File: config.mk
export PLATFORM = sky130hd
export DESIGN_NAME = imm_gen_pipe
export DESIGN_NICKNAME = d
export VERILOG_FILES = /design/src/rtl/imm_gen_pipe.sv
export SDC_FILE = /design/constraint.sdc
export NUM_CORES = 1
export LEC_CHECK = 0
export BUFFER_PORTS_ARGS = -buffer_cell sky130_fd_sc_hd__buf_2
export CAP_MARGIN = 10
export CORE_ASPECT_RATIO = 1.5
export CORE_UTILIZATION = 50
export CTS_BUF_LIST = sky130_fd_sc_hd__clkbuf_8
export CTS_CLUSTER_SIZE = 40
export DETAILED_ROUTE_END_ITERATION = 6
export GPL_TIMING_DRIVEN = 0
export PLACE_DENSITY = 0.74
export SLEW_MARGIN = 25
export SYNTH_ARGS = -nofsm -noshare
export SYNTH_HDL_FRONTEND = slang
export SYNTH_SLANG_ARGS = --single-unit
File: constraint.sdc
create_clock -name clk -period 1.94 [get_ports clk]
set_input_delay 0.097 -clock clk [delete_from_list [all_inputs] [get_ports clk]]
set_output_delay 0.097 -clock clk [all_outputs]
set_load 0.01 [all_outputs]
File: src/rtl/imm_gen_pipe.sv
// imm_gen_pipe
//   Pipelined RISC-V immediate generator. Decodes the I, S, B, J and U
//   immediate formats, plus the CSR zimm format when built with the
//   IMM_GEN_CSR_ZIMM_EN macro. The decoded word and a sideband tag travel
//   through PIPE elastic stages. Each stage holds a main register and a skid
//   register and uses a valid/ready handshake.
//
//   Parameters
//     XLEN   immediate width (32 or 64), sign extended to the full width
//     TAG_W  sideband tag width
//     PIPE   number of elastic stages (1..4); latency is PIPE cycles
//
//   Ports
//     clk, reset          rising-edge clock, synchronous active-high reset
//     flush               one-cycle pulse that empties every stage
//     in_valid/in_ready   input handshake
//     in_instr            instruction bits [31:7]
//     in_immsrc           format select: 000 I, 001 S, 010 B, 011 J, 100 U,
//                         101 CSR zimm (macro only), anything else is illegal
//     in_tag              sideband tag, passed through unchanged
//     out_valid/out_ready output handshake
//     out_imm             extended immediate
//     out_tag             tag carried with out_imm
//     out_illegal         format select was unsupported; out_imm is zero
//     busy                at least one word is held in the pipe
//
//   Build option
//     IMM_GEN_CSR_ZIMM_EN  when defined, immsrc 101 yields the zero-extended
//                          zimm field instr[19:15]; otherwise it is illegal.

module imm_gen_pipe #(
  parameter int XLEN  = 32,
  parameter int TAG_W = 5,
  parameter int PIPE  = 1
) (
  input  logic             clk,
  input  logic             reset,
  input  logic             flush,
  input  logic             in_valid,
  output logic             in_ready,
  input  logic [24:0]      in_instr,
  input  logic [2:0]       in_immsrc,
  input  logic [TAG_W-1:0] in_tag,
  output logic             out_valid,
  input  logic             out_ready,
  output logic [XLEN-1:0]  out_imm,
  output logic [TAG_W-1:0] out_tag,
  output logic             out_illegal,
  output logic             busy
);

  // Entry layout: {illegal, tag, imm}
  localparam int W = XLEN + TAG_W + 1;

  logic [31:7]        ins;
  logic signed [31:0] imm32;
  logic               dec_illegal;
  logic [XLEN-1:0]    dec_imm;

  logic [PIPE-1:0] main_valid_q, main_valid_d;
  logic [PIPE-1:0] skid_valid_q, skid_valid_d;
  logic [W-1:0]    main_data_q [PIPE];
  logic [W-1:0]    main_data_d [PIPE];
  logic [W-1:0]    skid_data_q [PIPE];
  logic [W-1:0]    skid_data_d [PIPE];

  logic [PIPE-1:0] accept;
  logic [PIPE-1:0] consume;

  // Position i of each chain is what stage i sees from upstream; position
  // i+1 of chain_ready is the ready of whatever sits downstream of stage i.
  logic [PIPE:0]   chain_valid;
  logic [PIPE:0]   chain_ready;
  logic [W-1:0]    chain_data [PIPE+1];

  assign ins = in_instr;

  // Every format fits in 32 bits before extension, so it is built as a
  // signed 32-bit value and then widened with a single signed cast. The
  // zimm value is positive, so sign extension leaves it zero-extended.
  always_comb begin
    imm32       = '0;
    dec_illegal = 1'b0;
    case (in_immsrc)
      3'b000:  imm32 = {{20{ins[31]}}, ins[31:20]};
      3'b001:  imm32 = {{20{ins[31]}}, ins[31:25], ins[11:7]};
      3'b010:  imm32 = {{20{ins[31]}}, ins[7], ins[30:25], ins[11:8], 1'b0};
      3'b011:  imm32 = {{12{ins[31]}}, ins[19:12], ins[20], ins[30:21], 1'b0};
      3'b100:  imm32 = {ins[31:12], 12'b0};
`ifdef IMM_GEN_CSR_ZIMM_EN
      3'b101:  imm32 = {27'b0, ins[19:15]};
`endif
      default: dec_illegal = 1'b1;
    endcase
  end

  assign dec_imm = XLEN'(imm32);

  assign chain_valid = {main_valid_q, in_valid};
  assign chain_ready = {out_ready, ~skid_valid_q};

  // Stage 0 takes the freshly decoded word; later stages take the main
  // register of the stage in front of them.
  always_comb begin
    chain_data[0] = {dec_illegal, in_tag, dec_imm};
    for (int i = 0; i < PIPE; i++) begin
      chain_data[i+1] = main_data_q[i];
    end
  end

  // Per-stage elastic control. The main register is always the one shown
  // downstream. When it drains and the skid holds a word, the skid refills
  // main and the stage is not ready that cycle. A word arriving while main
  // is stalled parks in the skid, which then drops ready for the next cycle.
  // Flush clears only the valid flags; the data registers keep their values.
  always_comb begin
    for (int i = 0; i < PIPE; i++) begin
      accept[i]       = chain_valid[i] && !skid_valid_q[i];
      consume[i]      = main_valid_q[i] && chain_ready[i+1];
      main_valid_d[i] = main_valid_q[i];
      skid_valid_d[i] = skid_valid_q[i];
      main_data_d[i]  = main_data_q[i];
      skid_data_d[i]  = skid_data_q[i];
      if (flush) begin
        main_valid_d[i] = 1'b0;
        skid_valid_d[i] = 1'b0;
      end else if (consume[i] && skid_valid_q[i]) begin
        main_data_d[i]  = skid_data_q[i];
        skid_valid_d[i] = 1'b0;
      end else if (consume[i] || !main_valid_q[i]) begin
        main_valid_d[i] = accept[i];
        if (accept[i]) begin
          main_data_d[i] = chain_data[i];
        end
      end else if (accept[i]) begin
        skid_valid_d[i] = 1'b1;
        skid_data_d[i]  = chain_data[i];
      end
    end
  end

  // State registers; reset clears both flags and data so the outputs read
  // all zero straight after reset.
  always_ff @(posedge clk) begin
    if (reset) begin
      main_valid_q <= '0;
      skid_valid_q <= '0;
      for (int i = 0; i < PIPE; i++) begin
        main_data_q[i] <= '0;
        skid_data_q[i] <= '0;
      end
    end else begin
      main_valid_q <= main_valid_d;
      skid_valid_q <= skid_valid_d;
      for (int i = 0; i < PIPE; i++) begin
        main_data_q[i] <= main_data_d[i];
        skid_data_q[i] <= skid_data_d[i];
      end
    end
  end

  // Ready is masked while reset is asserted so upstream never sees a
  // handshake that the reset is about to discard.
  assign in_ready = !skid_valid_q[0] && !reset;

  assign out_valid = main_valid_q[PIPE-1];
  assign {out_illegal, out_tag, out_imm} = main_data_q[PIPE-1];

  // A skid entry can only exist behind a valid main entry, but both are
  // included so busy never depends on that invariant.
  assign busy = |{main_valid_q, skid_valid_q};

endmodule

# After elaboration in Yosys (flattened, before gate mapping)
# Memories as Yosys holds them, arrays and structs flattened.
# Index checks and enable logic that the tools add are counted.
[classes] n_div=0 order_cmp=0 addsub=0 bitwise=2 eq_ne=4 n_mux=17 n_reduce_logical=17 n_mul=0 shift=0
[op_table] cell="two-way mux 38 bit" count=10
[op_table] cell="case mux 32 bit (5 select lines)" count=1
[op_table] cell="OR reduction 38 bit" count=2
[op_table] cell="== test 3 x 2 -> 1 bit (second input constant)" count=2
[op_table] cell="two-way mux 1 bit" count=6
[op_table] cell="OR reduction 5 bit" count=1
[op_table] cell="logical AND 1 bit" count=4
[op_table] cell="AND reduction 2 bit" count=2
[op_table] cell="OR reduction 2 bit" count=2
[op_table] cell="== test 3 x 1 -> 1 bit (second input constant)" count=1
[op_table] cell="== test 3 bit (second input constant)" count=1
[op_table] cell="zero test 1 bit" count=3
[op_table] cell="zero test 3 bit" count=1
[op_table] cell="OR reduction 3 bit" count=1
[op_table] cell="NOT 1 bit" count=2
[op_table] cell="logical OR 1 bit" count=1
[totals] word_cells=44 out_inout_bits=41 regBits=2 in_bits=38 ramBits=76 mem_bits_ro=0 memories=2 latch_bits=0
[memory_table] memory="main_data_q" depth=1 width=38 read_ports=1 rd_clocked_by_memory_dff=0 wr=1 line="62" source="logic [W-1:0] main_data_q [PIPE];"
[memory_table] memory="skid_data_q" depth=1 width=38 read_ports=1 rd_clocked_by_memory_dff=0 wr=1 line="64" source="logic [W-1:0] skid_data_q [PIPE];"

# Depth between registers and ports, before layout
[logic_depth] ltp_word=8 ltp_mapped=7 ltp_nobuf=4

# Least setup slack after synthesis
# OpenSTA, ideal clock, no wires.
[synth_timing] path_kind="register to register" from="register main_valid_q, in the netlist out_valid" to="memory main_data_q[0][12] (netlist name)" period_less_slack_ns=1.830 setup_slack_ns=0.110 path_buffers=3 stages_incl_launch_ff=8 arrival_ns=1.757 setup_ns=0.073 required_time_ns=1.867 path_cell_list="dfxtp_1 buf_2 or2_4 a211o_1 buf_6 or3_1 buf_6 o211ai_2"
[synth_via] elab_chain_len=6 word_cells_on_any_way=8 classes_between="mux (4); reduce/logical (4)"
[synth_rtl] element="start, declared" line="60" source="logic [PIPE-1:0] main_valid_q, main_valid_d;"
[synth_rtl] element="start signal, assigned" line="153" source="main_valid_q <= main_valid_d;"
[synth_rtl] element="logical AND 1 bit or zero test 1 bit (tied branches)" line="119, 130"
[synth_rtl] element="logical OR 1 bit" line="130" source="end else if (consume[i] || !main_valid_q[i]) begin"
[synth_rtl] element="two-way mux 38 bit"
[synth_rtl] element="two-way mux 38 bit (*)" line="127" source="end else if (consume[i] && skid_valid_q[i]) begin"
[synth_rtl] element="two-way mux 38 bit (*)" line="124" source="if (flush) begin"
[synth_rtl] element="two-way mux 38 bit (no source line) (*)"
[synth_rtl] element="end, declared" line="62"
# Mark *: on every way between the ends. The rest lies on a longest branch, timed or not.

# Final worst setup path
[layout_timing] from="register skid_valid_q" to="memory main_data_q[0][19] (netlist name)"
[layout_via] elab_chain_len=7 word_cells_on_any_way=8 classes_between="mux (5); reduce/logical (3)"
[layout_rtl] element="start, declared" line="61" source="logic [PIPE-1:0] skid_valid_q, skid_valid_d;"
[layout_rtl] element="start signal, assigned" line="154" source="skid_valid_q <= skid_valid_d;"
[layout_rtl] element="zero test 1 bit" line="118" source="accept[i] = chain_valid[i] && !skid_valid_q[i];"
[layout_rtl] element="logical AND 1 bit" line="118"
[layout_rtl] element="two-way mux 38 bit (2 in a row)"
[layout_rtl] element="two-way mux 38 bit (*)" line="127"
[layout_rtl] element="two-way mux 38 bit (*)" line="124"
[layout_rtl] element="two-way mux 38 bit (no source line) (*)"
# Marks and branches as above.

==> reports/qor.log <==
[status] status finished, violations left
[status] violated checks DRC
[cells_and_area] Nets 568
[timing] # setup viols final 0
[yosys] post-synthesis average cell area 8.20 um^2
[yosys] Async S/R FF share, synth 0
[floorplan] initial core utilization 0.522
[job] maximum capacitance violations 0
[floorplan] height of the chip 106 um
[routing] remaining antenna violation count after routing 0
[timing] final count of pins violating max slew 0
[yosys] sequential element share of the synthesized area 0.434
[worst_setup_path] r2r startpoint skid_valid_q$_SDFFE_PP0P_
[floorplan] Core Box Area 6900 um^2
[clocking] # Post-CTS Setup Buffers 0
[worst_setup_path] Req. time, crit path 2220 ps
[cells_and_area] filler instances 602
[timing] Fin. Hold Viols 0
[worst_setup_path] largest fanout on the critical path 9
[placement] I/O Buffers 76
[global_routing] pin count of the biggest net entering global routing 13
[yosys] compound-cell area share of the yosys netlist 0.257
[routing] total detailed-routing wirelength 10100 um
[yosys] number of synthesized flops with an enable pin 0
[worst_setup_path] delay of the slowest cell on the worst path 360 ps
[worst_setup_path] Crit path buffers/inverters 3
[clocking] TritonCTS clock tree done
[floorplan] Top-Level Pins 79
[routing] number of vias after detailed routing 3581
[cells_and_area] Inserted Diodes 0
[floorplan] Cell Rows 37
[power] peak supply drop 0.523 mV
[power] PD cells 796 nW/um^2
[timing] worst-margin pin slew 678 ps
[clocking] clock latency reported for the late side of the worst-skew pair 360 ps
[worst_setup_path] library cell appearing most often on the critical path sky130_fd_sc_hd__buf_6
[yosys] dominant combinational cell family by area after synthesis compound AO/OA/AOI/OAI gates
[placement] placement-stage worst setup slack -85.3 ps
[timing] setup slack after layout 78.7 ps
[global_routing] initial antenna violation count 0
[global_routing] aggregate global routing overflow 0
[cells_and_area] register cell area after layout 1560 um^2
[worst_setup_path] list of cells traversed by the critical path buf_6 > or2_4 > a211o_1 > buf_6 > or3_1 > buf_6 > o211ai_2
[yosys] Ys Warns 0
[cells_and_area] post-route non-filler standard cell count 611
[worst_setup_path] number of stages on the worst setup path 7
[worst_setup_path] reg2reg path depth 7
[worst_setup_path] launch point of the worst path skid_valid_q$_SDFFE_PP0P_
[yosys] Mapped Area 3600 um^2
[timing] worst relative slew slack 0.548
[hold_path] launch instance of the worst min-delay path out_ready
[cells_and_area] area of combinational cells with multiple inputs 1850 um^2
[clocking] number of clock sinks 78
[yosys] post-synthesis cell type count 30
[timing] clock skew 9.63 ps
[routing] drt wl/cell 16.5 um
[power] LEAKAGE 1.74 nW
[hold_path] cell depth of the worst min-delay path 2
[clocking] Max Root-Sink Buffers 2
[yosys] Synthesized Nets 477
[timing] maximum operating frequency 0.537 GHz
[worst_setup_path] critical path's slowest cell sky130_fd_sc_hd__or3_1
[placement] number of placed cells counting well taps 593
[routing] Via density 5.86
[clocking] clock-pin slew reported for the worst setup and hold paths after clock tree synthesis 70 ps
[global_routing] total routing usage reported by global routing 0.269
[routing] 1st-pass router iterations 7
[cells_and_area] share of post-route cells with drive strength above 1 0.216
[yosys] synthesized instance count 439
[yosys] area share of and/or/nand/nor cells after synthesis 0.230
[floorplan] full die area 7550 um^2
[placement] final HPWL from detailed placement 7200 um
[global_routing] via count of the first global-routing pass 3121
[global_routing] global-route wire length before repair 15700 um
[worst_setup_path] data arrival at the endpoint of the critical path 2140 ps
[worst_setup_path] Critical Path Source Type flip-flop
[timing] setup repair after global routing missed its margin false
[worst_setup_path] Setup crit end kind flip-flop
[routing] DRC violations left 8
[clocking] Inserted Clock Buffers 9
[clocking] clock root buffer sky130_fd_sc_hd__clkbuf_8
[yosys] top_reg_cell synth sky130_fd_sc_hd__dfxtp_1
[yosys] area share of xor/xnor cells in the synthesized design 0.00243
[timing] Tmin final 1860 ps
[yosys] synthesized flop and latch total 78
[worst_setup_path] cell family contributing the most delay on the critical path simple AND/OR/NAND/NOR gates
[cells_and_area] most frequent cells in the layout sky130_fd_sc_hd__buf_2 (77), sky130_fd_sc_hd__dfxtp_1 (77), sky130_fd_sc_hd__a21oi_1 (65)
[cells_and_area] synthesis-to-layout area growth 21.0%
[worst_setup_path] critical path type flip-flop to flip-flop
[clocking] CTS H-tree lvls 3
[yosys] portion of netlist area occupied by mux cells 0.0222
[timing] fraction of the cycle the final worst path needs 0.959
[hold_path] type of the tightest min-delay check input port to flip-flop
[floorplan] width of the die 71.3 um
[yosys] adder and majority cell fraction of the synthesized area 0
[routing] DRC marker count from the first detailed-route iteration 222
[placement] RePlAce Congestion 0.926
-- area by class of cell --
type,instances,area share
sequential,78,0.359
clock buffer,10,0.0316
multi-input combinational,315,0.424
timing repair buffer,82,0.101
clock inverter,4,0.0167
buffer,44,0.0457
tap,78,0.0224
-- synth_stat cells (4+ instances only) --
| library cell | number | share of area |
|---|---|---|
| sky130_fd_sc_hd__nand3b_1 | 14 | 0.029 |
| sky130_fd_sc_hd__nor2_1 | 55 | 0.057 |
| sky130_fd_sc_hd__nand2b_1 | 9 | 0.016 |
| sky130_fd_sc_hd__o22a_1 | 8 | 0.019 |
| sky130_fd_sc_hd__clkbuf_1 | 40 | 0.042 |
| sky130_fd_sc_hd__a211oi_1 | 35 | 0.073 |
| sky130_fd_sc_hd__a311oi_1 | 4 | 0.0097 |
| sky130_fd_sc_hd__mux2i_1 | 8 | 0.022 |
| sky130_fd_sc_hd__nor3_1 | 9 | 0.013 |
| sky130_fd_sc_hd__a21oi_1 | 65 | 0.090 |
| sky130_fd_sc_hd__a211o_1 | 12 | 0.029 |
| sky130_fd_sc_hd__o211ai_2 | 8 | 0.028 |
| sky130_fd_sc_hd__nor2b_1 | 4 | 0.0070 |
| sky130_fd_sc_hd__dfxtp_1 | 78 | 0.43 |
| sky130_fd_sc_hd__nor3b_1 | 7 | 0.015 |
| sky130_fd_sc_hd__nand2_1 | 56 | 0.058 |
| sky130_fd_sc_hd__nand4b_1 | 8 | 0.019 |
-- registers in the layout, indices dropped and copies added, names as in the netlist --
register / count
skid_valid_q: 1
skid_data_q: 38
main_data_q: 38
out_valid: 1
-- repair_timing --
action / CTS / global route
endpoints found under the hold margin: 11 / 0
setup endpoints to repair: 32 / 28
gates resized for setup: 4 / 10
hold buffers: 6 / 0
-- worst paths after layout --
| kind | end | slack, ps |
|---|---|---|
| worst max-delay path | main_data_q[0][19]$_SDFFE_PP0P_ | 80 |
| worst min-delay path | skid_valid_q$_SDFFE_PP0P_ | 30 |
| worst max register to register | main_data_q[0][19]$_SDFFE_PP0P_ | 80 |
| worst min register to register | main_data_q[0][27]$_SDFFE_PP0P_ | 450 |
-- through the flow --
| stage | power (W) | hold WS [ps] | area (um^2) | setup TNS [ps] | util |
|---|---|---|---|---|---|
| after global placement | 0.00216 | 344 | 4080 | -862 | 0.591 |
| after CTS | 0.00348 | 18.7 | 4350 | 0 | 0.631 |
| after floorplan | 0.00199 | 176 | 3600 | 0 | - |
| after global routing | 0.00359 | 41.9 | 4360 | 0 | 0.631 |
| final | 0.00347 | 25.0 | 4360 | 0 | 0.631 |
| after detailed placement | 0.00217 | 346 | 4080 | -955 | 0.591 |
-- routing by layer --
| layer | global-route usage | up-vias | routed length (um) |
|---|---|---|---|
| met2 | 0.425 | 173 | 4810 |
| met4 | 0.153 | 0 | 323 |
| li1 | - | 1741 | - |
| met1 | 0.352 | 1640 | 4240 |
| met5 | 0 | - | 0 |
| met3 | 0.0341 | 27 | 678 |
-- report_power, final --
| part | internal, W | switching [W] | total, W |
|---|---|---|---|
| Sequential | 0.00165 | 0.0000264 | 0.00168 |
| Combinational | 0.000189 | 0.000276 | 0.000464 |
| Clock | 0.000743 | 0.000582 | 0.00132 |
-- kinds of logic (layout without fill, tap and decap cells) --
group | count (synthesis) | after routing
compound gates | 135 | 135
xor+xnor | 1 | 1
buf+inv | 46 | 140
flops | 78 | 78
mux | 8 | 8
simple gates | 171 | 171
Note: power is estimated with default switching activity, not from simulation.
